==> src/rtl/pam4_symbol_source.sv <==
// ---------------------------------------------------------------------------
// pam4_symbol_source
//
// Transmit-side 4-ASK symbol generator. Each frame is PREAMBLE_LEN alternating
// outer-level symbols followed by FRAME_LEN PN data symbols taken from a
// 15-bit LFSR (x^15 + x^14 + 1), Gray mapped onto {-3a, -a, +a, +3a}.
// Between frames the source idles on level 0.
//
// Ports
//   clk          in   system clock
//   reset        in   synchronous, active-high reset
//   sam_clk_ena  in   sample-rate strobe (1 clk in 4)
//   sym_clk_ena  in   symbol-rate strobe (1 clk in 16), coincides with sam_clk_ena
//   start        in   frame request, level or pulse, honoured only while idle
//   sam_out      out  zero-stuffed sample stream [S,0,0,0] per symbol
//   sym_out      out  current symbol level, held for a symbol period
//   sym_bits     out  Gray bit pair of the current symbol
//   busy         out  high from preamble symbol 0 through the last data symbol
//   frame_done   out  one-clk pulse on the edge issuing the last data symbol
//   sym_count    out  index of the current symbol within its phase
// ---------------------------------------------------------------------------
module pam4_symbol_source #(
  parameter int          WIDTH        = 18,
  parameter int          LEVEL_A      = 32768,
  parameter logic [14:0] LFSR_SEED    = 15'h0001,
  parameter int          PREAMBLE_LEN = 16,
  parameter int          FRAME_LEN    = 256
) (
  input  logic                    clk,
  input  logic                    reset,
  input  logic                    sam_clk_ena,
  input  logic                    sym_clk_ena,
  input  logic                    start,
  output logic signed [WIDTH-1:0] sam_out,
  output logic signed [WIDTH-1:0] sym_out,
  output logic [1:0]              sym_bits,
  output logic                    busy,
  output logic                    frame_done,
  output logic [8:0]              sym_count
);

  typedef enum logic [1:0] {
    ST_IDLE,
    ST_PREAMBLE,
    ST_DATA
  } state_e;

  localparam logic signed [WIDTH-1:0] LVL_P3 = WIDTH'(3 * LEVEL_A);
  localparam logic signed [WIDTH-1:0] LVL_P1 = WIDTH'(LEVEL_A);
  localparam logic signed [WIDTH-1:0] LVL_N1 = WIDTH'(-LEVEL_A);
  localparam logic signed [WIDTH-1:0] LVL_N3 = WIDTH'(-3 * LEVEL_A);

  localparam logic [8:0] PRE_LAST  = 9'(PREAMBLE_LEN - 1);
  localparam logic [8:0] DATA_LAST = 9'(FRAME_LEN - 1);

  // Gray map: adjacent levels differ in exactly one bit.
  function automatic logic signed [WIDTH-1:0] gray_level(input logic [1:0] bits);
    case (bits)
      2'b00:   gray_level = LVL_N3;
      2'b01:   gray_level = LVL_N1;
      2'b11:   gray_level = LVL_P1;
      default: gray_level = LVL_P3;
    endcase
  endfunction

  function automatic logic [14:0] lfsr_step(input logic [14:0] s);
    lfsr_step = {s[13:0], s[14] ^ s[13]};
  endfunction

  state_e                  state_q,     state_d;
  logic [8:0]              cnt_q,       cnt_d;
  logic [14:0]             lfsr_q,      lfsr_d;
  logic                    pending_q,   pending_d;
  logic signed [WIDTH-1:0] sam_out_q,   sam_out_d;
  logic signed [WIDTH-1:0] sym_out_q,   sym_out_d;
  logic [1:0]              sym_bits_q,  sym_bits_d;
  logic [8:0]              sym_count_q, sym_count_d;
  logic                    busy_q,      busy_d;
  logic                    done_q,      done_d;

  logic [1:0]              issue_bits;
  logic signed [WIDTH-1:0] issue_level;

  always_comb begin
    // NOTE: every signal written here gets a default first, so no path
    // through the case statement can leave one unassigned and infer a latch.
    state_d     = state_q;
    cnt_d       = cnt_q;
    lfsr_d      = lfsr_q;
    sam_out_d   = sam_out_q;
    sym_out_d   = sym_out_q;
    sym_bits_d  = sym_bits_q;
    sym_count_d = sym_count_q;
    busy_d      = busy_q;
    done_d      = 1'b0;
    issue_bits  = 2'b00;
    issue_level = '0;

    // A request is only latched while idle; requests during a frame are dropped.
    pending_d = pending_q | (start & (state_q == ST_IDLE));

    // sym_clk_ena alone is still treated as a symbol edge.
    if (sym_clk_ena) begin
      case (state_q)
        ST_IDLE: begin
          busy_d      = 1'b0;
          sym_count_d = '0;
          if (pending_q) begin
            pending_d = 1'b0;
            lfsr_d    = LFSR_SEED;
            cnt_d     = '0;
            state_d   = ST_PREAMBLE;
          end
        end

        ST_PREAMBLE: begin
          issue_bits  = cnt_q[0] ? 2'b00 : 2'b10;
          issue_level = gray_level(issue_bits);
          sym_count_d = cnt_q;
          busy_d      = 1'b1;
          if (cnt_q == PRE_LAST) begin
            cnt_d   = '0;
            state_d = ST_DATA;
          end else begin
            cnt_d = cnt_q + 9'd1;
          end
        end

        ST_DATA: begin
          issue_bits  = {lfsr_q[14], lfsr_q[13]};
          issue_level = gray_level(issue_bits);
          lfsr_d      = lfsr_step(lfsr_step(lfsr_q));
          sym_count_d = cnt_q;
          busy_d      = 1'b1;
          if (cnt_q == DATA_LAST) begin
            done_d  = 1'b1;
            cnt_d   = '0;
            state_d = ST_IDLE;
          end else begin
            cnt_d = cnt_q + 9'd1;
          end
        end

        default: state_d = ST_IDLE;
      endcase

      sym_bits_d = issue_bits;
      sym_out_d  = issue_level;
      sam_out_d  = issue_level;
    end else if (sam_clk_ena) begin
      // Zero-stuffing: the three non-symbol sample slots carry 0.
      sam_out_d = '0;
    end
  end

  // NOTE: state registers use non-blocking assignments so every register
  // samples the pre-edge values, independent of statement order.
  always_ff @(posedge clk) begin
    if (reset) begin
      state_q     <= ST_IDLE;
      cnt_q       <= '0;
      lfsr_q      <= LFSR_SEED;
      pending_q   <= 1'b0;
      sam_out_q   <= '0;
      sym_out_q   <= '0;
      sym_bits_q  <= '0;
      sym_count_q <= '0;
      busy_q      <= 1'b0;
      done_q      <= 1'b0;
    end else begin
      state_q     <= state_d;
      cnt_q       <= cnt_d;
      lfsr_q      <= lfsr_d;
      pending_q   <= pending_d;
      sam_out_q   <= sam_out_d;
      sym_out_q   <= sym_out_d;
      sym_bits_q  <= sym_bits_d;
      sym_count_q <= sym_count_d;
      busy_q      <= busy_d;
      done_q      <= done_d;
    end
  end

  assign sam_out    = sam_out_q;
  assign sym_out    = sym_out_q;
  assign sym_bits   = sym_bits_q;
  assign busy       = busy_q;
  assign frame_done = done_q;
  assign sym_count  = sym_count_q;

endmodule

==> config.mk <==
export PLATFORM = sky130hd
export DESIGN_NAME = pam4_symbol_source
export DESIGN_NICKNAME = d
export VERILOG_FILES = /design/src/rtl/pam4_symbol_source.sv
export SDC_FILE = /design/constraint.sdc
export NUM_CORES = 1
export LEC_CHECK = 0
export BUFFER_PORTS_ARGS = -buffer_cell sky130_fd_sc_hd__buf_2
export CAP_MARGIN = 15
export CORE_UTILIZATION = 53
export DETAILED_ROUTE_END_ITERATION = 6
export PLACE_DENSITY = 0.91
export SLEW_MARGIN = 20
export SYNTH_ARGS = -nofsm -noshare
export SYNTH_HDL_FRONTEND = slang
export SYNTH_SLANG_ARGS = --single-unit
==> constraint.sdc <==
create_clock -name clk -period 2 [get_ports clk]
set_clock_uncertainty 0.05 [all_clocks]
set_input_delay 0.4 -clock clk [delete_from_list [all_inputs] [get_ports clk]]
set_output_delay 0.4 -clock clk [all_outputs]
set_load 0.01 [all_outputs]
---- Word level (Yosys, flattened, before mapping) ----
Cells that the tools add are included.
cells by class
  add/subtract/negate cells ............... 1
  equality and inequality tests ........... 11
  mux-type cells .......................... 23
  bitwise logic cells ..................... 6
  reduce and logical (&&, ||, !) cells .... 13
operators by type and width
  operator                                       count
  case mux 18 bit (3 select lines)               2
  two-way mux 18 bit                             2
  case mux 18 bit (2 select lines)               1
  case mux 15 bit (2 select lines)               1
  two-way mux 9 bit                              3
  case mux 9 bit (3 select lines)                1
  case mux 9 bit (2 select lines)                1
  two-way mux 15 bit                             1
  adder 9 x 1 -> 9 bit, second input constant    1
  == test 9 x 4 -> 1 bit, second input constant  1
  == test 9 x 8 -> 1 bit, second input constant  1
  two-way mux 2 bit                              4
  == test 2 x 1 -> 1 bit, second input constant  3
  == test 2 bit, second input constant           3
  logical NOT 2 bit                              3
  != test 2 bit, second input constant           3
  case mux 2 bit (3 select lines)                1
  AND reduction 3 bit                            2
  nonzero test 2 bit                             3
  two-way mux 1 bit                              4
  case mux 2 bit (2 select lines)                1
  AND reduction 4 bit                            1
  nonzero test 3 bit                             1
  OR reduction 3 bit                             1
  7 further kinds                                9
storage, ports and cells
  bits in registers ....................... 76
  input bits .............................. 5
  output and inout port bits .............. 49
  word-level logic and storage cells ...... 64

---- Longest topological paths before layout ----
Gate-level depths: netlist of run 1.
  depth in word-level cells ............... 6
  depth in mapped cells ................... 8
  mapped depth without buffers ............ 7

---- Worst setup path after synthesis of run 1 ----
No wires, ideal clock.
  path type ............................... register to register
  start point ............................. register state_q[0]
  end point ............................... register lfsr_q[14]
  setup time .............................. 0.128 ns
  arrival ................................. 1.576 ns
  required time ........................... 1.822 ns
  slack ................................... 0.246 ns
  stages on the path, launching flop included .. 9
  buffers on the path ..................... 2
  clock period less this slack ............ 1.754 ns
  cells stage by stage .................... dfxtp_1 inv_1 ha_1 mux2_2 and2_1 buf_2 buf_2 a31oi_1 nor2_1
on the way
  longest elaborated chain between the ends .. 3
  elaborated cells between the ends (all ways) .. 6
  those cells by class .................... eq/ne: 2; mux: 1; reduce/logical: 3
ends and longest elaborated chain
  item                                                                  line  RTL
  from (decl)                                                           70    state_e state_q, state_d;
  from (signal assigned)                                                171   state_q <= state_d;
  == test 2 bit / logical NOT 2 bit (equally long branches)             104   case (state_q)
  nonzero test 2 bit (no line) / != test 2 bit (equally long branches)  --
  AND reduction 3 bit (no line)                                         --
  to (signal assigned)                                                  173   lfsr_q <= lfsr_d;
  to (decl)                                                             72    logic [14:0] lfsr_q, lfsr_d;
Several ways; a longest one is shown, not always the timed one.
A chain may end at the register's enable or synchronous reset.

---- Worst setup path after layout of run 1 ----
  start point ............................. register state_q[0]
  end point ............................... register state_q[1]
on the way
  longest elaborated chain between the ends .. 3
  elaborated cells between the ends (all ways) .. 8
  those cells by class .................... eq/ne: 5; mux: 1; reduce/logical: 2
ends and longest elaborated chain
  item                                   line
  == test 2 bit (tied with other cells)  104
  != test 2 bit (no line)                --
  AND reduction 4 bit (no line)          --
Several ways; a longest one is shown, not always the timed one.

==> results.toml, run 1 <==
[setup_path]
end_kind = "flip-flop"
max_stage_delay_ns = 0.39
path_common_cell = "nor2_1"
cpMaxStageDelayCell = "dfxtp_1"
critPathLaunchType = "flip-flop"
path_delay_family = "flip-flops"
worst-setup-path-type = "flip-flop to flip-flop"
path_buf_inv = 2
crit_chain = "inv_1 -> ha_1 -> nor2b_1 -> buf_4 -> nor2_1 -> o211a_1 -> mux2i_1 -> nor2_1"
cp_max_fo = 4
worst_ep_required_time_ns = 2.13
arrival_ns = 1.97

[global_routing]
gr-usage-met1_pct = 25.2
grt_max_degree = 31
grt.total_usage_pct = 21.1
globalRouteMet3Util_pct = 6.55
grt.busiest_layer = "met2"
antenna_found_initial = 0
grt_pass1_vias = 1583
grt_pass1_wl_mm = 6.96
use_met2_pct = 33.7
grt_overflow_total = 0

[drt]
routed-via-count = 1756
ant_nets = 0
routed_wl_mm = 4.18
dr.first_iter.drc_count = 115
post_drt_wl_per_cell_um = 12.2
route.detailed.drc = 0
via_per_inst = 5.12
drt_pre_antenna_iters = 4

[timing]
fin_crit_ns = 1.84
tns_ns = 0
max_freq_mhz = 544
hold_ws_ns = 0.333
slew_headroom_pct = 65.8
setup_violations = 0
worstMarginPinSlew_ns = 0.508
post-route-period-util_pct = 91.9
rsz0062_at_grt = "no"
slew_viol_final = 0
finalHoldViolCount = 0

[pwr]
power_frac_comb_pct = 13.6
sequentialPowerShare_pct = 55.4
p_per_area_mw_per_mm2 = 719
p_int_mw = 1.24
clock_power_share_pct = 31.0
p_leak_nw = 0.979
ir_drop_v = 0.000555
switching_share_pct = 27.2
total_power_mw = 1.70
p_sw_mw = 0.462

[placement]
dp_cells = 336
gp_congestion = 0.932
port_buffers = 23
placed_cell_area_mm2 = 0.00227
place_hpwl_mm = 2.95

[layout]
final_cells = 343
drive_gt1_share_pct = 16.7
diodes = 0
final_cell_area_mm2 = 0.00236
fin_nets = 308
area_growth_pct = 7.46

[run_status]
status = "finished, final reports clean"

[logic_synthesis]
syn-cell-area_mm2 = 0.00220
synth_warnings = 0
synth_top_area_cell = "dfxtp_1"
synth.lib_cells_used.distinct = 34
synth_edf_count = 0
synthArstFlopShare_pct = 0
synth_most_common_cell = "dfxtp_1"
synthTopCellsByArea = "dfxtp_1 (42%), buf_4 (10%), a21oi_1 (8.0%)"
synth_cells = 268
ys.flop_type = "dfxtp_1"
synth-seq-area-share_pct = 41.9
ys_ff_latch = 46
netlist.area_leader.share_pct = 41.9
avgSynthCellArea_um2 = 8.20
synthTopCellsByCount = "dfxtp_1 (46), nand2_1 (38), a21oi_1 (35), buf_4 (30), nand3_1 (27)"

[cts]
clkSinkCount = 46
cts_tree = "done"
numCtsBuffers = 5
ctsHtreeMaxLevel = 2
cts_root_buf = "clkbuf_8"
insertion_delay_ns = 0.30
cts_setup_buffers = 0
clockBufferDepth = 2
clk_pin_slew_ns = 0.07

[floorplanning]
start_util_pct = 55.0
io-pin-count = 54
die_w_um = 66.4
die_y_um = 66.4
rows = 23
core-area_mm2 = 0.00400
dieArea_mm2 = 0.00441

[flow_run]
drv_cap = 0

[hold_path]
hp-class = "primary input to flip-flop"
==> per-layer routing <==
layer  share of wire, %  routed length (µm)
met5                  0                   0
met4                2.3                  97
met3                5.3                 223
met2                 48                2020
met1                 44                1830
==> power groups by stage <==
stage	clock network, mW	registers [mW]	logic [mW]
after floorplan	0	0.962	0.208
after global placement	0	0.961	0.216
after detailed placement	0	0.962	0.221
after CTS	0.535	0.940	0.223
after global routing	0.583	0.942	0.259
final	0.526	0.940	0.232
==> worst min-delay path, stage by stage <==
cell	delay [ns]
buf_2	0.08
a22oi_1	0.07
nor2_1	0.09
==> layout by cell type (no fill, tap or decap), drive strengths merged <==
cell	synthesis	final
nor2b	2	2
ha	10	10
and3	1	1
nand4	6	6
xnor2	2	2
nor2	21	21
mux2	1	1
nand3	27	27
nand2b	1	1
conb	1	30
o211a	1	1
and4	2	2
and2	1	1
nand2	38	38
a22oi	1	1
xor2	5	5
or2	1	1
inv	9	9
clkinv	0	2
clkbuf	8	5
a22o	1	1
a31oi	2	2
nand4b	1	1
nor4	1	1
a21oi	35	35
mux2i	2	2
dfxtp	46	46
o21ai	6	6
or4	1	1
buf	35	32
==> flip-flops by register name, summed over array words and instances (netlist names) <==
| name | cells |
|---|---|
| lfsr_q | 15 |
| cnt_q | 9 |
| sym_count | 9 |
| sam_out | 3 |
| sym_out | 3 |
| state_q | 2 |
| sym_bits | 2 |
| busy | 1 |
| frame_done | 1 |
| pending_q | 1 |
==> worst paths after layout <==
path                              startpoint            to  slack (ns)  cells past startpoint
worst min register to register  sym_count[8]  sym_count[8]        0.40                      2
worst min-delay path                   start     pending_q        0.33                      3
worst max-delay path              state_q[0]    state_q[1]        0.16                      8
worst max register to register    state_q[0]    state_q[1]        0.16                      8
==> per-stage QoR <==
stage	util [%]	setup WS (ns)
final	59.1	0.162
after global routing	59.1	0.0221
after CTS	58.8	0.0137
after detailed placement	56.9	0.0201
after global placement	56.9	0.126
after floorplan	-	0.246
==> area by class of cell <==
cell class / count / area, µm²
clock inverter: 2 / 10.0
inverter: 9 / 33.8
tap: 50 / 62.6
fill: 358 / 1640
multi-input combinational: 199 / 1080
sequential: 46 / 921
clock buffer: 5 / 68.8
timing repair buffer: 32 / 183
==> cells by family after synthesis <==
logic type                 share of synthesized area (%)
AOI/OAI and AO/OA                                   12.1
DFF                                                 41.9
xor gates and xnor gates                            2.79
other                                              0.171
muxes                                               1.42
buffers and inverters                               14.2
adders and majority gates                           5.69
and+or+nand+nor                                     21.7
==> repair_timing <==
action	CTS	global route
gates resized for setup	0	3
setup endpoints to repair	0	14
hold endpoints to repair	0	0
hold buffers	0	0
Power figures use the tool's default switching activity.
==> run 2: changes to the inputs <==
--- a/config.mk
+++ b/config.mk
@@ -5,7 +5,7 @@
 export SDC_FILE = /design/constraint.sdc
 export NUM_CORES = 1
 export LEC_CHECK = 0
-export BUFFER_PORTS_ARGS = -buffer_cell sky130_fd_sc_hd__buf_2
+export BUFFER_PORTS_ARGS = -buffer_cell sky130_fd_sc_hd__buf_4
 export CAP_MARGIN = 15
 export CORE_UTILIZATION = 53
 export DETAILED_ROUTE_END_ITERATION = 6
==> constraint.sdc (replaced) <==
create_clock -name clk -period 1.8 [get_ports clk]
set_clock_uncertainty 0.05 [all_clocks]
set_input_delay 0.36 -clock clk [delete_from_list [all_inputs] [get_ports clk]]
set_output_delay 0.36 -clock clk [all_outputs]
set_load 0.01 [all_outputs]
==> run 2 against run 1 <==
  * Worst hold slack worse by 0.064 ns
  * Via count is 0.80% higher
  * First-iteration DRC count is 44% lower
  * Die area stayed put
  * Non-clock buffer count is 6 higher
  * Clock-buffer cell count stayed put
  * Global-route usage is 0.69 points lower
  * Total power is 23% higher
==> results.toml, run 2 (same netlist as run 1, synthesis figures left out) <==
[setup_path]
cpMaxStageDelayCell = "or4_4"
crit_chain = "or4_4 -> o21ai_4 -> o211a_1 -> mux2i_1 -> nor2_1"
path_delay_family = "simple AND/OR/NAND/NOR gates"
max_stage_delay_ns = 0.54
path_buf_inv = 0
end_kind = "flip-flop"
worst-setup-path-type = "flip-flop to flip-flop"
worst_ep_required_time_ns = 1.93
cp_max_fo = 4
arrival_ns = 1.85
critPathLaunchType = "flip-flop"

[layout]
fin_nets = 314
diodes = 0
largest_register_ffs = 15
final_common_cell = "dfxtp_1"
largest_register = "lfsr_q"
finish.utilization_pct = 63.1
drive_gt1_share_pct = 20.3
final_cell_mix = "dfxtp_1 (44), buf_4 (38), nand2_1 (37)"
area_growth_pct = 14.7

[floorplanning]
core-area_mm2 = 0.00400
die_y_um = 66.4
rows = 23
dieArea_mm2 = 0.00441
die_w_um = 66.4
io-pin-count = 54
start_util_pct = 55.0

[global_routing]
grt_pass1_wl_mm = 6.83
grt.total_usage_pct = 20.4
grt_overflow_total = 0
grt_pass1_vias = 1534
antenna_found_initial = 0
grt_max_degree = 39

[run_status]
status = "finished, final reports clean"

[timing]
post-route-worst-setup-slack_ns = 0.0853
slew_viol_final = 0
post-route-period-util_pct = 95.3
fin_crit_ns = 1.71
finalHoldViolCount = 0
rsz0062_at_grt = "yes"
setup_violations = 0
max_freq_mhz = 583

[pwr]
ir_drop_v = 0.000522
p_leak_nw = 1.03
total_power_mw = 2.09
p_per_area_mw_per_mm2 = 828

[drt]
drt_pre_antenna_iters = 4
post_drt_wl_per_cell_um = 11.8
dr.first_iter.drc_count = 64
routed_wl_mm = 4.13
routed-via-count = 1770
via_per_inst = 5.06
ant_nets = 0
route.detailed.drc = 0

[placement]
post-place-ws_ns = 0.00666
port_buffers = 23
gp_congestion = 0.869
place_hpwl_mm = 2.99

[hold_path]
hp-class = "primary input to flip-flop"

[cts]
clkSinkCount = 46
cts_tree = "done"
insertion_delay_ns = 0.30
cts_root_buf = "clkbuf_8"
hold_buffers = 0
clk_pin_slew_ns = 0.08
clockBufferDepth = 2
numCtsBuffers = 5
ctsHtreeMaxLevel = 2

[flow_run]
drv_cap = 0
run 2: changes by cell type in the layout (fill, tap and decap cells not counted), sizes merged:
cell	change
buf	+6
bufinv	+1
clkinv	-1
inv	+1
run 2: worst min-delay path, cell delays in order:
cell and delay [ns]:
buf_4 0.08, a22oi_1 0.06, nor2_1 0.08
run 2: what timing repair did:
item | 4_1_cts | 5_1_grt
resized for setup | 1 | 11
buffers inserted | 0 | 1
endpoints found under the setup margin | 2 | 15
pin swaps | 0 | 4
run 2: layout make-up:
cell class | count | area [µm²]
fill | 347 | 1480
multi-input combinational | 199 | 1100
sequential | 46 | 928
timing repair buffer | 38 | 285
clock buffer | 5 | 68.8
tap | 50 | 62.6
clock inverter | 3 | 43.8
inverter | 9 | 33.8
run 2: path summary, 6_finish.rpt:
| kind | slack [ns] | from | end | cells past startpoint |
|---|---|---|---|---|
| setup reg to reg | 0.09 | cnt_q[5] | state_q[0] | 5 |
| hold reg to reg | 0.40 | sym_count[5] | sym_count[5] | 2 |
| setup / recovery | 0.09 | cnt_q[5] | state_q[0] | 5 |
| hold / removal | 0.27 | start | pending_q | 3 |
run 2: power breakdown:
| group | switching (mW) | internal (mW) |
|---|---|---|
| registers | 0.00972 | 1.03 |
| logic | 0.181 | 0.0952 |
| clock network | 0.357 | 0.416 |
| total | 0.548 | 1.54 |
run 2: metrics by stage:
stage / TNS, ns / cells / hold slack [ns] / cell area, µm²
after global placement: 0 / 341 / 0.390 / 2370
after CTS: 0 / 349 / 0.278 / 2480
after detailed placement: 0 / 341 / 0.394 / 2370
final: 0 / 350 / 0.270 / 2520
after floorplan: 0 / 297 / 0.382 / 2310
after global routing: -0.00349 / 350 / 0.285 / 2520
run 2: metal layers:
layer | GRT usage [%] | vias to the layer above | wire length (µm)
met5 | 0 | - | 0
met4 | 5.85 | 0 | 48
met3 | 5.69 | 7 | 195
met2 | 35.1 | 49 | 2100
met1 | 24.5 | 817 | 1780
li1 | - | 897 | -
